[src/rtl/pbkdf2_loader.sv]
// Byte-stream front end for the pbkdf2 core. Parses a framed stream
// (iters, pass_len, salt_len, password, salt), packs the fields into
// zero-padded wide registers and presents them with a valid/ready handshake.
// Malformed frames are consumed without reaching the core and flagged on err_o.
module pbkdf2_loader #(
  parameter int unsigned MAX_PASS = 64,
  parameter int unsigned MAX_SALT = 63
) (
  input  logic                  clk_i,
  input  logic                  rst_i,
  input  logic [7:0]            data_i,
  input  logic                  v_i,
  output logic                  r_o,
  output logic [31:0]           iters_o,
  output logic [8*MAX_PASS-1:0] pass_o,
  output logic [511:0]          salt_o,
  output logic [5:0]            salt_len_o,
  output logic                  v_o,
  input  logic                  r_i,
  output logic                  err_o,
  output logic [15:0]           frames_o
);

  localparam int unsigned PW         = 8 * MAX_PASS;
  localparam int unsigned SALT_BYTES = 64;

  typedef enum logic [2:0] {
    S_HDR,
    S_PASS,
    S_SALT,
    S_HOLD,
    S_DRAIN
  } state_t;

  state_t          r_state;
  state_t          w_next;
  logic [8:0]      r_cnt;
  logic [8:0]      w_cnt_next;
  logic            r_err;
  logic            w_err_next;
  logic [7:0]      r_plen;
  logic [7:0]      r_slen;
  logic [31:0]     r_iters;
  logic [PW-1:0]   r_pass;
  logic [511:0]    r_salt;
  logic [5:0]      r_salt_len;
  logic [15:0]     r_frames;
  logic            w_acc;
  logic            w_bad;
  logic [8:0]      w_drain_len;

  assign r_o        = rst_i && (r_state != S_HOLD);
  assign v_o        = (r_state == S_HOLD);
  assign err_o      = r_err;
  assign iters_o    = r_iters;
  assign pass_o     = r_pass;
  assign salt_o     = r_salt;
  assign salt_len_o = r_salt_len;
  assign frames_o   = r_frames;

  assign w_acc       = v_i && r_o;
  // Header check evaluated while byte 5 (salt_len) is on data_i; iters bytes 0-3 are already registered.
  assign w_drain_len = {1'b0, r_plen} + {1'b0, data_i};
  assign w_bad       = (r_iters == '0) || (data_i == '0) ||
                       (32'(data_i) > MAX_SALT) || (32'(r_plen) > MAX_PASS);

  // State, byte counter and error pulse registers
  always_ff @(posedge clk_i) begin
    if (!rst_i) begin
      r_state <= S_HDR;
      r_cnt   <= '0;
      r_err   <= 1'b0;
    end else begin
      r_state <= w_next;
      r_cnt   <= w_cnt_next;
      r_err   <= w_err_next;
    end
  end

  // Next-state, counter and error-pulse decode
  always_comb begin
    w_next     = r_state;
    w_cnt_next = r_cnt;
    w_err_next = 1'b0;
    case (r_state)
      S_HDR: begin
        if (w_acc) begin
          if (r_cnt == 9'd5) begin
            w_cnt_next = '0;
            if (w_bad) begin
              // Nothing to drain: report immediately and stay in HDR.
              if (w_drain_len == '0) begin
                w_err_next = 1'b1;
              end else begin
                w_next     = S_DRAIN;
                w_cnt_next = w_drain_len;
              end
            end else if (r_plen == '0) begin
              w_next = S_SALT;
            end else begin
              w_next = S_PASS;
            end
          end else begin
            w_cnt_next = r_cnt + 9'd1;
          end
        end
      end
      S_PASS: begin
        if (w_acc) begin
          if (r_cnt == ({1'b0, r_plen} - 9'd1)) begin
            w_next     = S_SALT;
            w_cnt_next = '0;
          end else begin
            w_cnt_next = r_cnt + 9'd1;
          end
        end
      end
      S_SALT: begin
        if (w_acc) begin
          if (r_cnt == ({1'b0, r_slen} - 9'd1)) begin
            w_next     = S_HOLD;
            w_cnt_next = '0;
          end else begin
            w_cnt_next = r_cnt + 9'd1;
          end
        end
      end
      S_HOLD: begin
        if (r_i) begin
          w_next = S_HDR;
        end
      end
      S_DRAIN: begin
        if (w_acc) begin
          if (r_cnt == 9'd1) begin
            w_next     = S_HDR;
            w_cnt_next = '0;
            w_err_next = 1'b1;
          end else begin
            w_cnt_next = r_cnt - 9'd1;
          end
        end
      end
      default: begin
        w_next     = S_HDR;
        w_cnt_next = '0;
      end
    endcase
  end

  // Field packing: header byte 0 clears all fields, later bytes fill MSB-first
  always_ff @(posedge clk_i) begin
    if (!rst_i) begin
      r_iters    <= '0;
      r_plen     <= '0;
      r_slen     <= '0;
      r_pass     <= '0;
      r_salt     <= '0;
      r_salt_len <= '0;
    end else if (w_acc) begin
      case (r_state)
        S_HDR: begin
          case (r_cnt)
            9'd0: begin
              r_iters    <= {data_i, 24'h000000};
              r_pass     <= '0;
              r_salt     <= '0;
              r_salt_len <= '0;
            end
            9'd1: r_iters[23:16] <= data_i;
            9'd2: r_iters[15:8]  <= data_i;
            9'd3: r_iters[7:0]   <= data_i;
            9'd4: r_plen         <= data_i;
            9'd5: begin
              r_slen <= data_i;
              if (!w_bad) begin
                r_salt_len <= data_i[5:0];
              end
            end
            default: ;
          endcase
        end
        S_PASS: begin
          for (int unsigned k = 0; k < MAX_PASS; k++) begin
            if (r_cnt == 9'(k)) begin
              r_pass[PW-1-8*k -: 8] <= data_i;
            end
          end
        end
        S_SALT: begin
          for (int unsigned k = 0; k < SALT_BYTES; k++) begin
            if (r_cnt == 9'(k)) begin
              r_salt[511-8*k -: 8] <= data_i;
            end
          end
        end
        default: ;
      endcase
    end
  end

  // Delivered-set counter, wraps naturally at 16 bits
  always_ff @(posedge clk_i) begin
    if (!rst_i) begin
      r_frames <= '0;
    end else if (v_o && r_i) begin
      r_frames <= r_frames + 16'd1;
    end
  end

endmodule

[config.mk]
export PLATFORM = sky130hd
export DESIGN_NAME = pbkdf2_loader
export DESIGN_NICKNAME = d
export VERILOG_FILES = /design/src/rtl/pbkdf2_loader.sv
export SDC_FILE = /design/constraint.sdc
export NUM_CORES = 2
export LEC_CHECK = 0
export CORE_ASPECT_RATIO = 1.25
export CORE_MARGIN = 2
export CORE_UTILIZATION = 25
export CTS_CLUSTER_SIZE = 10
export DETAILED_ROUTE_END_ITERATION = 6
export REMOVE_ABC_BUFFERS = 1
export SLEW_MARGIN = 20
export SYNTH_ARGS = -nofsm -noshare
export SYNTH_HDL_FRONTEND = slang
export SYNTH_SLANG_ARGS = --single-unit
[constraint.sdc]
create_clock -name clk_i -period 8.6 [get_ports clk_i]
set_input_delay 1.29 -clock clk_i [delete_from_list [all_inputs] [get_ports clk_i]]
set_output_delay 1.29 -clock clk_i [all_outputs]
set_load 0.1 [all_outputs]
==> metrics.log <==
[metrics] post-place instance area: 0.0589 mm^2
[metrics] CTS Buffer Depth: 3
[metrics] antenna violations before repair: 9
[metrics] number of synthesized flops with an enable pin: 0
[metrics] launching element type of the critical path: flop
[metrics] final WL: 183 mm
[metrics] Routed wire per std cell: 24.1 um
[metrics] startpoint of the tightest hold check path: pass_o[507]
[metrics] share of synthesized flip-flops with an asynchronous set or reset: 0
[metrics] instance count of the mapped netlist: 4192
[metrics] vias in the first global route: 33600
[metrics] number of input and output port buffers inserted: 1092
[metrics] floorplan die width: 387 um
[metrics] average instance area after synthesis: 10.9 um^2
[metrics] Hold Crit Class: reg2reg
[metrics] total count of hold-check failures in the final report: 0
[metrics] pin count of the biggest net entering global routing: 266
[metrics] mapped cell area: 0.0458 mm^2
[metrics] required time reported for the critical path endpoint: 7.31 ns
[metrics] end-of-flow core utilization: 0.345
[metrics] depth of the worst hold-timing path: 2
[metrics] total number of clock tree sinks: 1107
[metrics] reg-to-reg critical path endpoint: pass_o[66]
[metrics] cell count after placement: 7405
[metrics] static power due to leakage: 19.8 nW
[metrics] clock slew at the register clock pins of the worst setup and hold paths: 0.06 ns
[metrics] transition at the pin with the smallest max-transition slack: 1.24 ns
[metrics] P per Cell Area: 181 mW/mm^2
[metrics] IR drop worst, VDD: 0.176 mV
[metrics] arithmetic-cell share of the synthesized area counting full adders, half adders and majority gates: 0.00508
[metrics] worst slack after detailed placement: 3.89 ns
[metrics] share of the yosys chip area belonging to registers: 0.484
[metrics] clock power share: 0.458
[metrics] type of the worst setup path: reg2out
[metrics] Sw Share: 0.253
[metrics] total number of vias: 33800
[metrics] number of standard cells in the layout, taps in and fillers out: 7581
[metrics] met2 routing resource usage after global routing: 0.301
[metrics] reported net switching power: 0.00287 W
[metrics] worst skew pair latency: 0.78 ns
[metrics] Worst Setup End Kind: output port
[metrics] count of final setup violators: 0
[metrics] data arrival time of the worst path: 3.43 ns
[metrics] total die area: 0.187 mm^2
[metrics] largest family of logic cells by synthesized area: multiplexers
[metrics] GP Congestion: 0.830
[metrics] first-pass GRT wire length: 254 mm
[metrics] met1 capacity usage during global routing: 0.229
[metrics] count of nets left with antenna violations after detail routing: 0
[metrics] critical-path maximum fanout: 20
[metrics] area of all placed cells without fillers: 0.0628 mm^2
[metrics] status: complete, no violations
[metrics] routed vias/inst: 4.45
[metrics] parity-gate share of the synthesized area counting xor and xnor cells: 0.00841
[metrics] startpoint of the most critical register-to-register path: r_cnt[6]
[metrics] detailed-route DRC error count: 0
[metrics] Pre-Repair DR Iteration Count: 5
[metrics] achievable clock frequency: 0.212 GHz
[metrics] post-synthesis mux area share: 0.225
[metrics] clock tree from TritonCTS: done
[metrics] Starting DRT DRC Count: 1876
[metrics] final critical path time including I/O delays and setup: 4.72 ns
[metrics] setup repair after global routing missed its margin: false
[metrics] Combinational Power Share: 0.088
[metrics] post-synthesis simple-gate area fraction: 0.181
[metrics] GR met3 Demand/Resource: 0.0627
[metrics] most frequently used flop master after synthesis: sky130_fd_sc_hd__dfxtp_1
[metrics] share of cells above drive strength 1: 0.0717
[metrics] Maximum Capacitance Violations: 0
[metrics] setup slack of the worst register-to-register path: 4.61 ns
[metrics] area fraction in compound gates after synthesis: 0.0671
[metrics] HPWL after detailed placement: 124 mm
[metrics] share of total power in sequential cells: 0.454
[metrics] clock buffer count from CTS: 133
[metrics] worst r2r path cells: 10
[metrics] internal power contribution: 0.00847 W
[metrics] Post-CTS Setup Repair Bufs: 0
[metrics] post-route clock period utilization: 0.549
[metrics] total count of max-transition violations in the final report: 0
[metrics] relative max-transition margin: 0.173
[metrics] setup_tns: 0 ns
[metrics] die boundary height: 483 um
[metrics] setup slack after layout: 3.88 ns
[metrics] layer with the highest usage after global routing: met2
[metrics] worst hold path endpoint: pass_o[507]
[metrics] initial standard-cell utilization of the core: 0.252
[metrics] H-Tree Level Count: 4
[metrics] number of top-level pins: 1093
[metrics] Area Growth Syn to Fin: 37.0%
[metrics] leftover overflow at the end of global routing: 0
[metrics] area of the core region: 0.182 mm^2
[metrics] CTS Hold Bufs: 0
[metrics] Post-CTS Resized: 0
[metrics] CTS Root Buffer Type: sky130_fd_sc_hd__clkbuf_16
[metrics] overall track demand over capacity in global routing: 0.187
[metrics] final net count: 5182
[metrics] count of synthesis-stage warnings from yosys: 0
[metrics] clock tree skew after final layout: 0.0283 ns
[metrics] # rows: 175
[metrics] number of distinct library cells after synthesis: 75
[metrics] Seq cells post-synth: 1107
-- critical path: stages, from the launching register on --
cell and delay (ns):
sky130_fd_sc_hd__dfxtp_4 0.59, sky130_fd_sc_hd__nand2_1 0.21, sky130_fd_sc_hd__nor2_1 0.59, sky130_fd_sc_hd__clkdlybuf4s50_1 1.29
-- synth_stat cells (all sizes together) (2+ instances only) --
master / count / area share
a2111oi: 2 / 0.00052
a211oi: 3 / 0.00049
a21boi: 44 / 0.0072
a21o: 4 / 0.00068
a21oi: 144 / 0.046
a221oi: 2 / 0.00038
a22oi: 18 / 0.0029
a31oi: 7 / 0.0013
and2: 25 / 0.0034
and3: 33 / 0.0045
buf: 34 / 0.0054
clkbuf: 276 / 0.023
dfxtp: 1107 / 0.48
ha: 17 / 0.0046
inv: 15 / 0.0012
mux2i: 1028 / 0.22
nand2: 130 / 0.011
nand2b: 4 / 0.00055
nand3: 65 / 0.0072
nand4: 7 / 0.00096
nor2: 34 / 0.0029
nor2b: 1042 / 0.14
nor3: 20 / 0.0025
nor3b: 6 / 0.0012
nor4: 14 / 0.0022
o211ai: 5 / 0.00082
o21a: 2 / 0.00033
o21ai: 18 / 0.0020
o21bai: 2 / 0.00033
o221ai: 2 / 0.00038
o22ai: 6 / 0.00082
or2: 4 / 0.00055
or3: 5 / 0.00068
or4: 3 / 0.00060
xnor2: 28 / 0.0054
xor2: 16 / 0.0031
-- through the flow --
stage	hold slack, ns	total power [W]
floorplan	0.520	0.00607
global placement	0.457	0.00626
detailed placement	0.461	0.00627
CTS	0.468	0.0115
global route	0.490	0.0117
finish	0.467	0.0113
-- power groups by stage --
stage,logic [W],clock network (W),registers [W]
after global placement,0.00100,0,0.00526
after global routing,0.00104,0.00553,0.00515
after CTS,0.00101,0.00535,0.00515
after floorplan,0.000775,0,0.00530
after detailed placement,0.00100,0,0.00526
final,0.000996,0.00519,0.00515
-- worst max path at each step --
stage | startpoint | to | slack (ns) | cells past startpoint
after floorplan | r_state[0] | pass_o[464] | -5.85 | 4
after global placement | rst_i | salt_o[479] | 4.00 | 5
after detailed placement | rst_i | iters_o[11] | 3.89 | 6
after CTS | r_state[0] | v_o | 3.78 | 3
after global routing | r_state[0] | v_o | 3.73 | 3
final | r_state[0] | v_o | 3.88 | 3
-- cells in the final DEF (no fill, tap or decap), drive strengths merged, types with 44 or more instances in the layout --
| master | n |
|---|---|
| clkdlybuf4s50 | 1089 |
| mux2i | 1028 |
| nand3 | 65 |
| nor2b | 1042 |
| dfxtp | 1107 |
| a21boi | 44 |
| a21oi | 144 |
| clkbuf | 156 |
| nand2 | 130 |
| buf | 47 |
-- state kept, by name (all words and copies together), names as in the netlist --
signal      cells
err_o           1
frames_o       16
iters_o        32
pass_o        512
r_cnt           9
r_plen          8
r_slen          8
r_state         3
salt_len_o      6
salt_o        512
-- logic make-up after synthesis --
| kind of cell | count (synthesis) |
|---|---|
| compound gates | 272 |
| mux | 1028 |
| flops | 1107 |
| simple gates | 1397 |
| xor+xnor | 44 |
| buf+inv | 326 |
| fa+ha+maj | 18 |
-- metal layers --
layer,up-vias,share of wire
met1,16400,0.42
met5,-,0.000071
met4,2,0.038
li1,15900,-
met3,263,0.080
met2,1202,0.46
-- cell type report --
type                            instances  area, um^2
Tap cell                             2389        2990
Multi-Input combinational cell       2759       22400
Antenna cell                            2        5.00
Clock inverter                         17         285
Inverter                               15        56.3
Fill cell                           18200      119000
Clock buffer                          156        3570
Timing Repair Buffer                 1136       11300
Sequential cell                      1107       22200
Note: power is estimated with default switching activity, not from simulation.
